`config.mk`:
```
export PLATFORM = sky130hd
export DESIGN_NAME = dmem_access_ctrl
export DESIGN_NICKNAME = d
export VERILOG_FILES = /design/src/rtl/dmem_access_pkg.sv /design/src/rtl/rr_arb2.sv /design/src/rtl/dmem_access_ctrl.sv
export SDC_FILE = /design/constraint.sdc
export NUM_CORES = 1
export LEC_CHECK = 0
export CAP_MARGIN = 20
export CELL_PAD_IN_SITES_DETAIL_PLACEMENT = 1
export CELL_PAD_IN_SITES_GLOBAL_PLACEMENT = 1
export CORE_MARGIN = 4
export CORE_UTILIZATION = 32
export DETAILED_ROUTE_END_ITERATION = 7
export GPL_ROUTABILITY_DRIVEN = 0
export PLACE_DENSITY_LB_ADDON = 0.1
export SLEW_MARGIN = 25
export SYNTH_ARGS = -nofsm -noshare
export SYNTH_HDL_FRONTEND = slang
export SYNTH_HIERARCHICAL = 1
export SYNTH_SLANG_ARGS = --single-unit
export TNS_END_PERCENT = 20
```
`constraint.sdc`:
```
create_clock -name clk -period 6 [get_ports clk]
set_input_delay 1.2 -clock clk [delete_from_list [all_inputs] [get_ports clk]]
set_output_delay 1.2 -clock clk [all_outputs]
set_load 0.01 [all_outputs]
```
`src/rtl/dmem_access_pkg.sv`:
```
// Shared types and constants for the data-memory access controller.
package dmem_access_pkg;

    // Default number of 16-bit halfword locations behind the controller.
    localparam int unsigned MEM_DEPTH_DEF = 128;

    // Requester port indices.
    localparam logic PORT_CPU = 1'b0;
    localparam logic PORT_DBG = 1'b1;

    // Controller FSM states.
    typedef enum logic [1:0] {
        StIdle  = 2'd0,
        StIssue = 2'd1,
        StResp  = 2'd2
    } state_e;

endpackage

```
`src/rtl/rr_arb2.sv`:
```
// Two-requester round-robin arbiter: on a tie, the port that was not granted last wins.
module rr_arb2 (
    input  logic [1:0] req_i,
    input  logic       last_grant_i,
    output logic [1:0] gnt_o
);

    // One-hot grant; a lone request always wins.
    always_comb begin
        gnt_o    = 2'b00;
        gnt_o[0] = req_i[0] & (~req_i[1] | last_grant_i);
        gnt_o[1] = req_i[1] & (~req_i[0] | ~last_grant_i);
    end

endmodule

```
`src/rtl/dmem_access_ctrl.sv`:
```
// Two-port arbiter/sequencer in front of the halfword data memory.
// Port 0 is the pipeline MEM stage, port 1 the debug/DMA loader.
// Optional: define DMEM_ACCESS_BOUNDS_CHECK_EN to reject misaligned or out-of-range
// accesses with a one-cycle error ack instead of issuing them to the memory.
module dmem_access_ctrl
    import dmem_access_pkg::*;
#(
    parameter int unsigned MEM_DEPTH = MEM_DEPTH_DEF,
    parameter int unsigned ADDR_W    = 32,
    parameter int unsigned DATA_W    = 32
) (
    input  logic              clk,
    input  logic              reset,
    input  logic              p0_req,
    input  logic              p0_we,
    input  logic [ADDR_W-1:0] p0_addr,
    input  logic [DATA_W-1:0] p0_wdata,
    output logic              p0_ack,
    output logic [DATA_W-1:0] p0_rdata,
    output logic              p0_err,
    input  logic              p1_req,
    input  logic              p1_we,
    input  logic [ADDR_W-1:0] p1_addr,
    input  logic [DATA_W-1:0] p1_wdata,
    output logic              p1_ack,
    output logic [DATA_W-1:0] p1_rdata,
    output logic              p1_err,
    output logic [ADDR_W-1:0] mem_address,
    output logic [DATA_W-1:0] mem_writedata,
    output logic              mem_write_en,
    output logic              mem_read_en,
    input  logic [DATA_W-1:0] mem_data,
    output logic              busy
);

    state_e            state_q;
    logic              last_grant_q;
    logic              resp_port_q;
    logic              resp_rd_q;
    logic [1:0]        ack_q;
    logic [1:0]        err_q;
    logic [ADDR_W-1:0] mem_address_q;
    logic [DATA_W-1:0] mem_writedata_q;
    logic              mem_write_en_q;
    logic              mem_read_en_q;
    logic [DATA_W-1:0] p0_rdata_q;
    logic [DATA_W-1:0] p1_rdata_q;

    logic [1:0]        gnt;
    logic              win_port;
    logic              win_we;
    logic [ADDR_W-1:0] win_addr;
    logic [DATA_W-1:0] win_wdata;
    logic              reject;

    rr_arb2 u_arb (
        .req_i        ({p1_req, p0_req}),
        .last_grant_i (last_grant_q),
        .gnt_o        (gnt)
    );

    // Steer the winning port's command onto a common path.
    always_comb begin
        win_port  = gnt[1];
        win_we    = gnt[1] ? p1_we    : p0_we;
        win_addr  = gnt[1] ? p1_addr  : p0_addr;
        win_wdata = gnt[1] ? p1_wdata : p0_wdata;
    end

`ifdef DMEM_ACCESS_BOUNDS_CHECK_EN
    logic [ADDR_W:0] win_addr_hi;

    // Word must start on an even halfword and its second half must lie inside the array.
    always_comb begin
        win_addr_hi = {1'b0, win_addr} + {{ADDR_W{1'b0}}, 1'b1};
        reject      = win_addr[0] | (win_addr_hi >= (ADDR_W + 1)'(MEM_DEPTH));
    end
`else
    assign reject = 1'b0;
`endif

    // Sequencer FSM with all memory-side and ack outputs registered.
    always_ff @(posedge clk or posedge reset) begin
        if (reset) begin
            state_q         <= StIdle;
            last_grant_q    <= PORT_DBG;
            resp_port_q     <= PORT_CPU;
            resp_rd_q       <= 1'b0;
            ack_q           <= 2'b00;
            err_q           <= 2'b00;
            mem_address_q   <= '0;
            mem_writedata_q <= '0;
            mem_write_en_q  <= 1'b0;
            mem_read_en_q   <= 1'b0;
            p0_rdata_q      <= '0;
            p1_rdata_q      <= '0;
        end else begin
            // Enables and acks are single-cycle pulses unless re-armed below.
            mem_write_en_q <= 1'b0;
            mem_read_en_q  <= 1'b0;
            ack_q          <= 2'b00;
            err_q          <= 2'b00;
            unique case (state_q)
                StIdle: begin
                    if (|gnt) begin
                        last_grant_q <= win_port;
                        resp_port_q  <= win_port;
                        if (reject) begin
                            // Rejected: skip the memory and ack with error next cycle.
                            resp_rd_q        <= 1'b0;
                            ack_q[win_port]  <= 1'b1;
                            err_q[win_port]  <= 1'b1;
                            state_q          <= StResp;
                        end else begin
                            mem_address_q   <= win_addr;
                            mem_writedata_q <= win_wdata;
                            mem_write_en_q  <= win_we;
                            mem_read_en_q   <= ~win_we;
                            resp_rd_q       <= ~win_we;
                            state_q         <= StIssue;
                        end
                    end
                end
                StIssue: begin
                    ack_q[resp_port_q] <= 1'b1;
                    state_q            <= StResp;
                end
                StResp: begin
                    if (resp_rd_q) begin
                        if (resp_port_q == PORT_DBG) begin
                            p1_rdata_q <= mem_data;
                        end else begin
                            p0_rdata_q <= mem_data;
                        end
                    end
                    state_q <= StIdle;
                end
                default: state_q <= StIdle;
            endcase
        end
    end

    assign mem_address   = mem_address_q;
    assign mem_writedata = mem_writedata_q;
    assign mem_write_en  = mem_write_en_q;
    assign mem_read_en   = mem_read_en_q;
    assign busy          = (state_q != StIdle);

    assign p0_ack = ack_q[0];
    assign p1_ack = ack_q[1];
    assign p0_err = err_q[0];
    assign p1_err = err_q[1];

    // Registered-read memory data is only present during RESP, so forward it while acking.
    always_comb begin
        p0_rdata = p0_rdata_q;
        p1_rdata = p1_rdata_q;
        if (state_q == StResp && resp_rd_q) begin
            if (resp_port_q == PORT_DBG) begin
                p1_rdata = mem_data;
            end else begin
                p0_rdata = mem_data;
            end
        end
    end

endmodule
```
# == Word-level counts from Yosys, hierarchy flattened ==
# Index checks and enable logic that the tools add are counted.
# word_totals
word_cells,47
ram_bits,0
output_inout_bits,135
latchBits,0
memories,0
in_bits,166
reg_bits,137
romBits,0
# op_classes
n_lt_le_gt_ge,2
eq_ne,3
reduce_logical,7
bitwise_logic,8
mux,16
n_addsub,0
multipliers,0
shift,0
div,0
# ops
operator,count
two-way mux 32 bit,6
two-way mux 1 bit,6
two-way mux 2 bit,2
inverter 1 bit,4
case mux 2 bit (2 select lines),1
AND reduction 2 bit,2
AND 1 bit,2
equality test 2 x 1 -> 1 bit (second input constant),1
equality test 2 bit (second input constant),1
logical AND 1 bit,2
zero test 2 bit,1
< comparator 1 x 2 -> 1 bit (second input constant),1
!= test 2 bit (second input constant),1
bitwise OR 1 bit,2
nonzero test 2 bit,1
OR reduction 2 bit,1
demux 1 bit (select 1 bit),1
>= comparator 1 bit (second input constant),1

# == Logic depth before layout (Yosys ltp) ==
# Gate-level depths: netlist of the first run.
# logic_depth
word_depth,7
depth_mapped,7
ltp_nobuf,5

# == By module ==
# The synthesis of the first run kept the hierarchy.
# by_module_without_submodules
module,instances,seq_area_each_um2,area_per_inst_um2,cells_per_inst
dmem_access_ctrl,1,3429.5,6520.0,521
rr_arb2,1,0.0,18.8,3

# == Worst setup path before layout of the first run ==
# Ideal clock, no wire load.
# synth_path
path_kind,in2out
start,input port mem_data[11]
end,output port p0_rdata[11]
slack_ns,3.275
path_stages,1
n_path_buf,0
arrival_ns,1.525
path_cell_list,mux2_1
# synth_between
elab_chain_cells,2
# synth_lines
element,line_no,text
"start, declared",dmem_access_ctrl.sv:32,"input logic [DATA_W-1:0] mem_data,"
two-way mux 32 bit,dmem_access_ctrl.sv:159,if (resp_port_q == PORT_DBG) begin
two-way mux 32 bit,dmem_access_ctrl.sv:158,if (state_q == StResp && resp_rd_q) begin
"end, declared",dmem_access_ctrl.sv:19,"output logic [DATA_W-1:0] p0_rdata,"
# Every way passes these cells.

# == Final worst setup path of the first run ==
# layout_path
start,register resp_port_q
end,output port p0_rdata[27]
# layout_between
elab_chain_cells,2
# layout_lines
element,line_no,text
"start, declared",dmem_access_ctrl.sv:38,logic resp_port_q;
"start signal, assigned",dmem_access_ctrl.sv:107,resp_port_q <= win_port;
two-way mux 32 bit,dmem_access_ctrl.sv:159,
two-way mux 32 bit,dmem_access_ctrl.sv:158,
# Every way passes these cells.

==> summary.txt, run 1 <==
Cells and area
  – Final net count: 971
  – Area of the multi-input gates: 2890 µm²
  – Register area: 3430 µm²
  – ANT cells: 0
  – Cell area after layout: 10300 µm²
  – Number of fillers in the final layout: 2125
  – P&R area growth vs syn: 57.5%
  – Share of layout cells above drive strength 1: 0.196

Drt
  – ANT nets after route: 0
  – DR WL/cell: 19.0 µm
  – WL met3: 1830 µm
  – Max Used Layer: met4
  – Via density: 4.84
  – DRT Wirelength: 20600 µm
  – DR pass1 iterations: 4
  – Met2 wire length: 10400 µm
  – Initial drt markers: 151
  – Drt drc: 0
  – Routed metal-1 wire length: 7950 µm
  – Vias: 5258

CTS
  – # hold bufs at CTS: 0
  – Clk sinks: 137
  – CTS resizes: 0
  – CTS tree: done
  – H-tree depth reported by CTS: 4
  – CTS buffer count: 17
  – Post-CTS Setup Repair Bufs: 0
  – Worst-Skew Late Latency: 410 ps
  – Clock Path Buffers: 2
  – Clock slew at reported path FFs: 60 ps
  – Clock Tree Root: clkbuf_16

Worst setup path
  – Worst EP required: 4800 ps
  – Critical path class: flip-flop to output pin
  – R2r setup slk: 3510 ps
  – Critical Path Start Type: flip-flop
  – Worst-path fanout max: 64
  – CP Data Arrival Time: 2680 ps
  – Reg2reg end: resp_rd_q$_DFFE_PP0P_
  – Cell count of the worst reg-to-reg path: 5
  – Reg-to-Reg Start: last_grant_q$_DFFE_PP1P_
  – Worst setup EP type: output pin

Synth
  – Distinct cells, synth: 24
  – Ys async rst share: 1.00
  – Compound-Gate Fraction of Synth Area: 0.105
  – Yosys Warn Count: 6
  – Mux contribution to synthesized area: 0.320
  – Post-Synth XOR/XNOR Area: 0
  – Post-synth EDFFs: 0
  – Mapped cell area: 6540 µm²
  – Mapped Cells: 524
  – Sequential fraction of the synthesis area: 0.524
  – Post-Syn Area per Cell: 12.5 µm²
  – Largest family of logic cells by synthesized area: multiplexers
  – Synth Register Bits: 137
  – Main synth FF type: dfrtp_1
  – Post-Synth Simple-Gate Area: 0.0107
  – Synth Area in Adders: 0

STA
  – Fmax: 258 MHz
  – Count of pins over their slew limit: 0
  – Clock Skew: 8.02 ps
  – RSZ-0062 raised after global routing: false
  – Fin Setup TNS: 0 ps
  – Fin Hold WS: 488 ps
  – Final setup fails: 0
  – Slew headroom: 0.372
  – Period utilization: 0.647
  – Tmin final: 3880 ps
  – Final hold vios: 0
  – Least-Margin Pin Slew: 942 ps

Job
  – Max-Cap Viols: 0

Run status
  – Status: finished clean

Global route
  – Vias in the first global route: 5876
  – Initial antenna violation count: 0
  – Remaining global-route overflow: 0
  – GRT Total Usage: 0.179
  – Largest net degree at the start of global routing: 108
  – Global-route wire length before repair: 31500 µm

Place
  – Dpl hpwl: 15200 µm
  – Placement Cell Area: 9710 µm²
  – Port buffer count: 298

Power and ir drop
  – Power after layout: 5180 µW
  – Peak supply drop: 187 µV
  – P_leak: 0.00422 µW
  – PwrDens: 503 nW/µm²

Worst hold path
  – Beginning of the worst hold path: p0_rdata_q[29]$_DFFE_PP0P_
  – Worst min path class: flip-flop to flip-flop
  – Hold EP: p0_rdata_q[29]$_DFFE_PP0P_
  – WHS Path Cells: 1

Floorplanning
  – Starting Density: 0.324
  – Ports: 301
  – Site row count: 52
  – Die Ht: 151 µm
  – Core ar.: 20200 µm²
  – Die area: 22800 µm²
  – Die extent in x: 151 µm
-- worst max path at each step --
stage | startpoint | end | slack, ps
floorplan | reset | ack_q[0]$_DFF_PP0_ | 1130
detailed placement | p1_req | resp_rd_q$_DFFE_PP0P_ | 2070
global route | resp_port_q$_DFFE_PP0P_ | p0_rdata[16] | 1940
global placement | p1_req | resp_rd_q$_DFFE_PP0P_ | 2230
CTS | resp_port_q$_DFFE_PP0P_ | p0_rdata[16] | 2040
finish | resp_port_q$_DFFE_PP0P_ | p0_rdata[27] | 2120
-- power breakdown --
part	total, µW	internal, µW	leakage (µW)	switching [µW]
clock	1040	669	0.000290	376
sequential	1620	1390	0.00167	235
combinational	2520	1420	0.00226	1100
-- worst max-delay path: stages (launching register included) --
cell and delay, ps:
dfrtp_1 450, nor3_4 200, buf_4 680, mux2_2 420, clkdlybuf4s50_1 510
-- metal layers --
layer | up-vias | track usage
met5 | - | 0
met4 | 0 | 0.0598
met3 | 27 | 0.0772
met1 | 2578 | 0.201
li1 | 2455 | -
met2 | 198 | 0.307
-- cells in the mapped netlist, types with 2 or more instances --
cell,count,area [µm²]
clkbuf_1,19,71.3
mux2_1,10,113
a22o_1,2,17.5
dfrtp_1,136,3400
nor2_1,2,7.51
o21ai_1,5,25.0
and2_1,2,12.5
o21ai_0,124,621
nand2_1,2,7.51
nor2b_1,2,12.5
buf_4,3,22.5
buf_6,6,67.6
inv_1,4,15.0
buf_2,16,80.1
mux2i_1,64,641
mux2_2,119,1340
-- kinds of logic after synthesis --
kind of cell,Yosys count
AOI/OAI and AO/OA,134
buffers and inverters,48
DFF,137
muxes,193
and+or+nand+nor,11
other,1
-- final cells by class --
cell class,count,share of cell area
Sequential cell,137,0.333
Timing Repair Buffer,305,0.295
Inverter,4,0.00219
Multi-Input combinational cell,340,0.280
Clock buffer,22,0.0451
Clock inverter,9,0.0119
Tap cell,270,0.0328
-- stage by stage --
stage / cells / util / worst slack, ps
finish: 1087 / 0.511 / 2120
global placement: 1056 / 0.481 / 2230
CTS: 1087 / 0.510 / 2040
global route: 1087 / 0.511 / 1940
floorplan: 525 / - / 1130
detailed placement: 1056 / 0.481 / 2070
-- state kept, by name, indices dropped and copies added (netlist names) --
| register | flops |
|---|---|
| last_grant_q | 1 |
| mem_write_en | 1 |
| state_q | 2 |
| p1_rdata_q | 32 |
| resp_port_q | 1 |
| mem_address | 32 |
| resp_rd_q | 1 |
| ack_q | 2 |
| mem_writedata | 32 |
| p0_rdata_q | 32 |
| mem_read_en | 1 |
-- layout by cell type (no fill, tap or decap) --
| master | Yosys | layout |
|---|---|---|
| nor3_4 | 1 | 1 |
| nor3_1 | 1 | 1 |
| a21o_1 | 1 | 1 |
| dfrtp_1 | 136 | 136 |
| nor2_4 | 0 | 1 |
| mux2_2 | 119 | 119 |
| nor2b_1 | 2 | 2 |
| bufinv_16 | 0 | 3 |
| o21ai_1 | 5 | 4 |
| a21boi_1 | 1 | 1 |
| o21ai_4 | 0 | 1 |
| inv_1 | 4 | 3 |
| clkbuf_8 | 0 | 2 |
| a22o_1 | 2 | 2 |
| mux2_1 | 10 | 10 |
| clkbuf_1 | 19 | 3 |
| mux2i_1 | 64 | 64 |
| o21ai_0 | 124 | 124 |
| clkdlybuf4s50_1 | 0 | 298 |
| dfstp_2 | 1 | 1 |
| buf_4 | 3 | 7 |
| and2_1 | 2 | 2 |
| conb_1 | 1 | 2 |
| nand4b_1 | 1 | 1 |
| clkinvlp_4 | 0 | 1 |
| inv_8 | 0 | 1 |
| clkinv_2 | 0 | 5 |
| nand2_1 | 2 | 2 |
| a21boi_4 | 0 | 1 |
| clkbuf_16 | 0 | 17 |
| nor2_1 | 2 | 1 |
No activity file was read; power rests on OpenSTA's default activity.
==> inputs of run 2 (changes only) <==
Settings changed: CORE_UTILIZATION 32 to 29.
Clock period 6 ns to 3.3 ns, I/O delays scaled along.
==> run 2 against run 1 <==
Via count is 1.7% higher. Combinational power up 86%. Largest cell class unchanged. Non-clock buffer count rose by 8. Total power up 85%. Critical path type unchanged. Sequential share of layout area shrank 0.74 points. Flip-flop and latch count unchanged. Worst setup slack worse by 1800 ps.
==> summary.txt, run 2 (same netlist as run 1, synthesis figures left out) <==
Drt
  – DR pass1 iterations: 4 (unchanged)
  – ANT nets after route: 0 (unchanged)
  – Via density: 4.84 (about the same)
  – DR WL/cell: 19.2 µm (+0.91%)
  – DRT Wirelength: 21200 µm (+2.7%)
  – Vias: 5349 (+1.7%)
  – Initial drt markers: 200 (+32%)
  – Drt drc: 0 (unchanged)

CTS
  – CTS buffer count: 17 (unchanged)
  – Clk sinks: 137 (unchanged)
  – Clock Path Buffers: 2 (unchanged)
  – Clock Tree Root: clkbuf_16
  – Worst-Skew Late Latency: 410 ps (about the same)
  – Clock slew at reported path FFs: 60 ps (about the same)
  – H-tree depth reported by CTS: 4 (unchanged)
  – CTS resizes: 0 (unchanged)
  – Post-CTS Setup Repair Bufs: 0 (unchanged)
  – # hold bufs at CTS: 0 (unchanged)
  – CTS tree: done

Worst hold path
  – Beginning of the worst hold path: p0_rdata_q[11]$_DFFE_PP0P_
  – Hold EP: p0_rdata_q[11]$_DFFE_PP0P_
  – WHS Path Cells: 1 (unchanged)
  – Worst min path class: flip-flop to flip-flop

Worst setup path
  – Worst EP required: 2640 ps (-2160 ps)
  – Critical Path Start Type: flip-flop
  – CP peak stage delay: 490 ps (-190 ps)
  – Critical path class: flip-flop to output pin
  – Cell count of the worst reg-to-reg path: 5 (unchanged)
  – CP Buf/Inv Count: 3 (+1)
  – CP Data Arrival Time: 2290 ps (-390 ps)
  – R2r setup slk: 1330 ps (-2180 ps)
  – Critical Path, Cell by Cell: nand2_1 > nor3_4 > buf_12 > buf_12 > mux2_2 > clkdlybuf4s50_1
  – Reg-to-Reg Start: state_q[0]$_DFFE_PP0P_
  – Worst path top cell family by delay: buffers and inverters
  – Reg2reg end: resp_rd_q$_DFFE_PP0P_
  – Worst-path fanout max: 15 (-77%)
  – Worst setup EP type: output pin
  – Crit-path slowest cell: clkdlybuf4s50_1
  – Worst path most repeated cell: buf_12

STA
  – Least-Margin Pin Slew: 659 ps (-283 ps)
  – Period utilization: 0.895
  – Final hold vios: 0 (unchanged)
  – Fmax: 338 MHz
  – Tmin final: 2950 ps
  – RSZ-0062 raised after global routing: false
  – Clock Skew: 12.8 ps (+4.76 ps)
  – Fin Setup TNS: 0 ps (unchanged)
  – Final setup fails: 0 (unchanged)
  – Slew headroom: 0.559 (+0.187)
  – Setup WS post-layout: 346 ps (-1770 ps)
  – Fin Hold WS: 486 ps (-2.05 ps)
  – Count of pins over their slew limit: 0 (unchanged)

Cells and area
  – Area of the multi-input gates: 2890 µm² (unchanged)
  – Commonest cells after routing, fill and taps aside: 298 x clkdlybuf4s50_1, 136 x dfrtp_1, 124 x o21ai_0, 119 x mux2_2, 64 x mux2i_1
  – Final net count: 979 (+0.82%)
  – P&R area growth vs syn: 61.1%
  – Most common cell after layout, fill and taps aside: clkdlybuf4s50_1
  – ANT cells: 0 (unchanged)
  – Cell area after layout: 10500 µm² (+2.3%)
  – Register area: 3430 µm² (unchanged)
  – Share of layout cells above drive strength 1: 0.207 (+0.0112)
  – Number of fillers in the final layout: 2287 (+7.6%)

Place
  – Placement Cell Area: 9910 µm² (+2.1%)
  – Pre-CTS setup slack: 512 ps (-1560 ps)
  – Dpl hpwl: 15700 µm (+3.3%)
  – Port buffer count: 298 (unchanged)

Power and ir drop
  – P_leak: 0.00430 µW (+1.9%)
  – Peak supply drop: 333 µV (+78%)
  – PwrDens: 911 nW/µm² (+81%)

Global route
  – Global-route wire length before repair: 32700 µm (+3.9%)
  – Largest net degree at the start of global routing: 66 (-39%)
  – Vias in the first global route: 5968 (+1.6%)
  – Initial antenna violation count: 0 (unchanged)
  – Remaining global-route overflow: 0 (unchanged)
  – GRT Total Usage: 0.168 (-0.0113)

Run status
  – Status: finished clean

Job
  – Max-Cap Viols: 0 (unchanged)

Floorplanning
  – Starting Density: 0.297 (-0.0273)
  – Ports: 301 (unchanged)
  – Site row count: 54 (+3.8%)
  – Die extent in x: 158 µm (+4.8%)
  – Die Ht: 158 µm (+4.8%)
  – Core ar.: 22000 µm² (+9.2%)
  – Die area: 25000 µm² (+9.8%)
[run 2: cell count changes in the layout (fill, tap and decap cells not counted), sizes merged]
cell      previous run  this run
buf                  7        15
clkbuf              22        18
clkinv               5         6
clkinvlp             1         4
inv                  4         5
[run 2: layer usage]
| metal | wire length, µm | vias to the layer above | track usage |
|---|---|---|---|
| met1 | 8750 | 2649 | 0.208 |
| met5 | 0 | - | 0 |
| li1 | - | 2478 | - |
| met3 | 1730 | 21 | 0.0631 |
| met2 | 10400 | 201 | 0.278 |
| met4 | 301 | 0 | 0.0435 |
[run 2: worst register-to-register path: stages (launching register included)]
cell,delay [ps]
dfrtp_1,430
nor2_1,410
inv_1,200
buf_4,370
nor3_1,370
a21o_1,120
[run 2: power by group]
| group | total, µW | internal, µW | leakage [µW] | switching [µW] |
|---|---|---|---|---|
| Combinational | 4690 | 2660 | 0.00235 | 2030 |
| Sequential | 2950 | 2520 | 0.00167 | 433 |
| Clock | 1960 | 1190 | 0.000287 | 763 |
[run 2: area by class of cell]
type	instances	share of cell area
inverter	4	0.00178
sequential	137	0.326
multi-input combinational	340	0.274
tap	280	0.0333
timing repair buffer	313	0.308
clock buffer	18	0.0408
clock inverter	14	0.0163
[run 2: per-stage QoR]
step | total power (µW) | instances | utilization
after floorplan | 5080 | 525 | -
after global placement | 7580 | 1073 | 0.450
after detailed placement | 7720 | 1073 | 0.450
after CTS | 9750 | 1105 | 0.477
after global routing | 10300 | 1106 | 0.478
final | 9600 | 1106 | 0.478
[run 2: how the worst max path moves through the flow]
stage	endpoint	depth (start not counted)	from	slack [ps]
after detailed placement	p0_rdata[2]	4	resp_port_q$_DFFE_PP0P_	510
after global routing	p1_rdata[11]	4	state_q[0]$_DFFE_PP0P_	240
after global placement	p0_rdata[19]	4	resp_port_q$_DFFE_PP0P_	540
after floorplan	ack_q[0]$_DFF_PP0_	1	reset	930
after CTS	p0_rdata[2]	4	resp_port_q$_DFFE_PP0P_	60
final	p0_rdata[2]	6	state_q[1]$_DFFE_PP0P_	350
==> inputs of run 3 (changes only) <==
Settings changed: CORE_UTILIZATION 29 to 32, GPL_TIMING_DRIVEN set to 0.
Clock period 3.3 ns to 2.95 ns, I/O delays scaled along.
==> run 3 against run 2 <==
Global-route usage is 2.2 points higher. Utilization rose by 5.4 points. Flip-flop and latch count unchanged. Clock power is 12% higher. Total power grew 11%. Count of clock-buffer cells in the layout increased by 3. Sequential share of layout area fell by 0.61 points. Sequential power is 11% higher. Critical endpoint is now p1_rdata[26]. Largest power group unchanged. Highest routed layer unchanged.
==> summary.txt, run 3 (same netlist as run 1, synthesis figures left out) <==
Worst hold path
  – Hold EP: p0_rdata_q[29]$_DFFE_PP0P_
  – Beginning of the worst hold path: p0_rdata_q[29]$_DFFE_PP0P_
  – WHS Path Cells: 1 (unchanged)
  – Worst min path class: flip-flop to flip-flop

Worst setup path
  – Critical Path Start Type: flip-flop
  – Critical path class: flip-flop to output pin
  – Reg2reg end: mem_address[17]$_DFFE_PP0P_
  – Worst-path fanout max: 10 (-5)
  – Cell count of the worst reg-to-reg path: 7 (+2)
  – R2r setup slk: 920 ps (-410 ps)
  – Reg-to-Reg Start: last_grant_q$_DFFE_PP1P_
  – Worst setup EP type: output pin
  – Worst EP required: 2360 ps (-280 ps)
  – CP Data Arrival Time: 2270 ps (-20 ps)

STA
  – Setup WS post-layout: 94.5 ps (-251 ps)
  – Period utilization: 0.968
  – Final hold vios: 0 (unchanged)
  – Fmax: 350 MHz
  – RSZ-0062 raised after global routing: true
  – Fin Setup TNS: 0 ps (unchanged)
  – Clock Skew: 10.1 ps (-2.65 ps)
  – Final setup fails: 0 (unchanged)
  – Count of pins over their slew limit: 0 (unchanged)
  – Tmin final: 2860 ps

CTS
  – H-tree depth reported by CTS: 4 (unchanged)
  – # hold bufs at CTS: 0 (unchanged)
  – CTS tree: done
  – Clock slew at reported path FFs: 50 ps (about the same)
  – Clock Tree Root: clkbuf_16
  – Worst-Skew Late Latency: 410 ps (about the same)
  – CTS buffer count: 17 (unchanged)
  – Clock Path Buffers: 2 (unchanged)
  – Clk sinks: 137 (unchanged)

Drt
  – Vias: 5447 (+1.8%)
  – DR WL/cell: 19.2 µm (+0.39%)
  – Initial drt markers: 103 (-49%)
  – ANT nets after route: 0 (unchanged)
  – Via density: 4.81 (-0.59%)
  – DRT Wirelength: 21800 µm (+2.8%)
  – DR pass1 iterations: 4 (unchanged)
  – Drt drc: 0 (unchanged)

Global route
  – Largest net degree at the start of global routing: 32 (-52%)
  – Initial antenna violation count: 0 (unchanged)
  – GRT Total Usage: 0.191 (+0.0224)
  – Global-route wire length before repair: 33500 µm (+2.3%)
  – Vias in the first global route: 6186 (+3.7%)
  – Remaining global-route overflow: 0 (unchanged)

Floorplanning
  – Die area: 22800 µm² (-8.9%)
  – Ports: 301 (unchanged)
  – Starting Density: 0.324 (+0.0273)
  – Die extent in x: 151 µm (-4.6%)
  – Die Ht: 151 µm (-4.6%)
  – Site row count: 52 (-3.7%)
  – Core ar.: 20200 µm² (-8.4%)

Place
  – Placed insts: 1098 (+2.3%)
  – Pre-CTS setup slack: 172 ps (-340 ps)
  – Port buffer count: 298 (unchanged)
  – Dpl hpwl: 17100 µm (+8.9%)

Power and ir drop
  – PwrDens: 996 nW/µm² (+9.3%)
  – P_leak: 0.00475 µW (+10%)
  – Peak supply drop: 390 µV (+17%)

Cells and area
  – Register area: 3430 µm² (unchanged)
  – Commonest cells after routing, fill and taps aside: 268 x clkdlybuf4s50_1, 136 x dfrtp_1, 124 x o21ai_0, 119 x mux2_2, 64 x mux2i_1
  – P&R area growth vs syn: 64.1%
  – Most common cell after layout, fill and taps aside: clkdlybuf4s50_1
  – Non-Filler Instances: 1133 (+2.4%)
  – ANT cells: 0 (unchanged)
  – Number of fillers in the final layout: 2113 (-7.6%)
  – Share of layout cells above drive strength 1: 0.218 (+0.0108)
  – Final net count: 1016 (+3.8%)
  – Final core utilization: 0.532 (+0.0539)
  – Area of the multi-input gates: 2860 µm² (-0.95%)

Run status
  – Status: finished clean

Job
  – Max-Cap Viols: 0 (unchanged)
==> run 3: cell types whose count changed in the layout (fill, tap and decap cells not counted), moves of 2 or more <==
cell | previous run | this run
clkbuf_8 | 0 | 3
buf_6 | 0 | 10
dlymetal6s2s_1 | 0 | 30
inv_6 | 2 | 0
clkbuf_1 | 1 | 19
buf_12 | 12 | 5
clkdlybuf4s50_1 | 298 | 268
buf_4 | 3 | 5
buf_2 | 0 | 11
==> run 3: repair_timing <==
item,CTS,global route
gates cloned,0,0
pin swaps,1,0
setup buffers,3,0
gates resized for setup,3,40
setup endpoints to repair,65,64
==> run 3: layout make-up <==
cell class	count	share of cell area
Sequential cell	137	0.320
Multi-Input combinational cell	340	0.266
Clock inverter	11	0.0135
Tap cell	270	0.0315
Inverter	4	0.00175
Timing Repair Buffer	306	0.298
Clock buffer	21	0.0438
Buffer	44	0.0252
==> run 3: layer usage <==
| layer | GRT usage | vias up | wire [µm] |
|---|---|---|---|
| met1 | 0.218 | 2675 | 8520 |
| met2 | 0.335 | 200 | 11100 |
| met3 | 0.0628 | 28 | 1710 |
| met4 | 0.0630 | 0 | 441 |
| met5 | 0 | - | 0 |
| li1 | - | 2544 | - |
==> run 3: worst max-delay path: stages (launching register included) <==
cell and delay (ps):
dfrtp_1 440, nand4b_1 120, clkbuf_4 230, buf_6 190, mux2_2 350, clkdlybuf4s50_1 520
==> run 3: power by group <==
part	leakage, µW	switching, µW	internal [µW]	total [µW]
combinational	0.00278	2290	2930	5210
clock	0.000295	795	1390	2190
sequential	0.00167	467	2820	3280
==> run 3: stage by stage <==
step / cell area [µm²] / hold slack, ps / power, µW
after global routing: 10700 / 512 / 11400
final: 10700 / 484 / 10700
after global placement: 9870 / 463 / 8450
after floorplan: 6550 / 450 / 5690
after detailed placement: 9970 / 475 / 8640
after CTS: 10600 / 488 / 10900
==> run 3: worst max path at each step <==
stage	startpoint	end	slack, ps	cells after the start
floorplan	reset	ack_q[0]$_DFF_PP0_	650	1
global placement	reset	mem_writedata[28]$_DFFE_PP0P_	-590	2
detailed placement	resp_port_q$_DFFE_PP0P_	p0_rdata[28]	170	4
CTS	resp_port_q$_DFFE_PP0P_	p1_rdata[2]	-80	5
global route	resp_port_q$_DFFE_PP0P_	p1_rdata[29]	-4	5
finish	resp_port_q$_DFFE_PP0P_	p1_rdata[26]	90	5
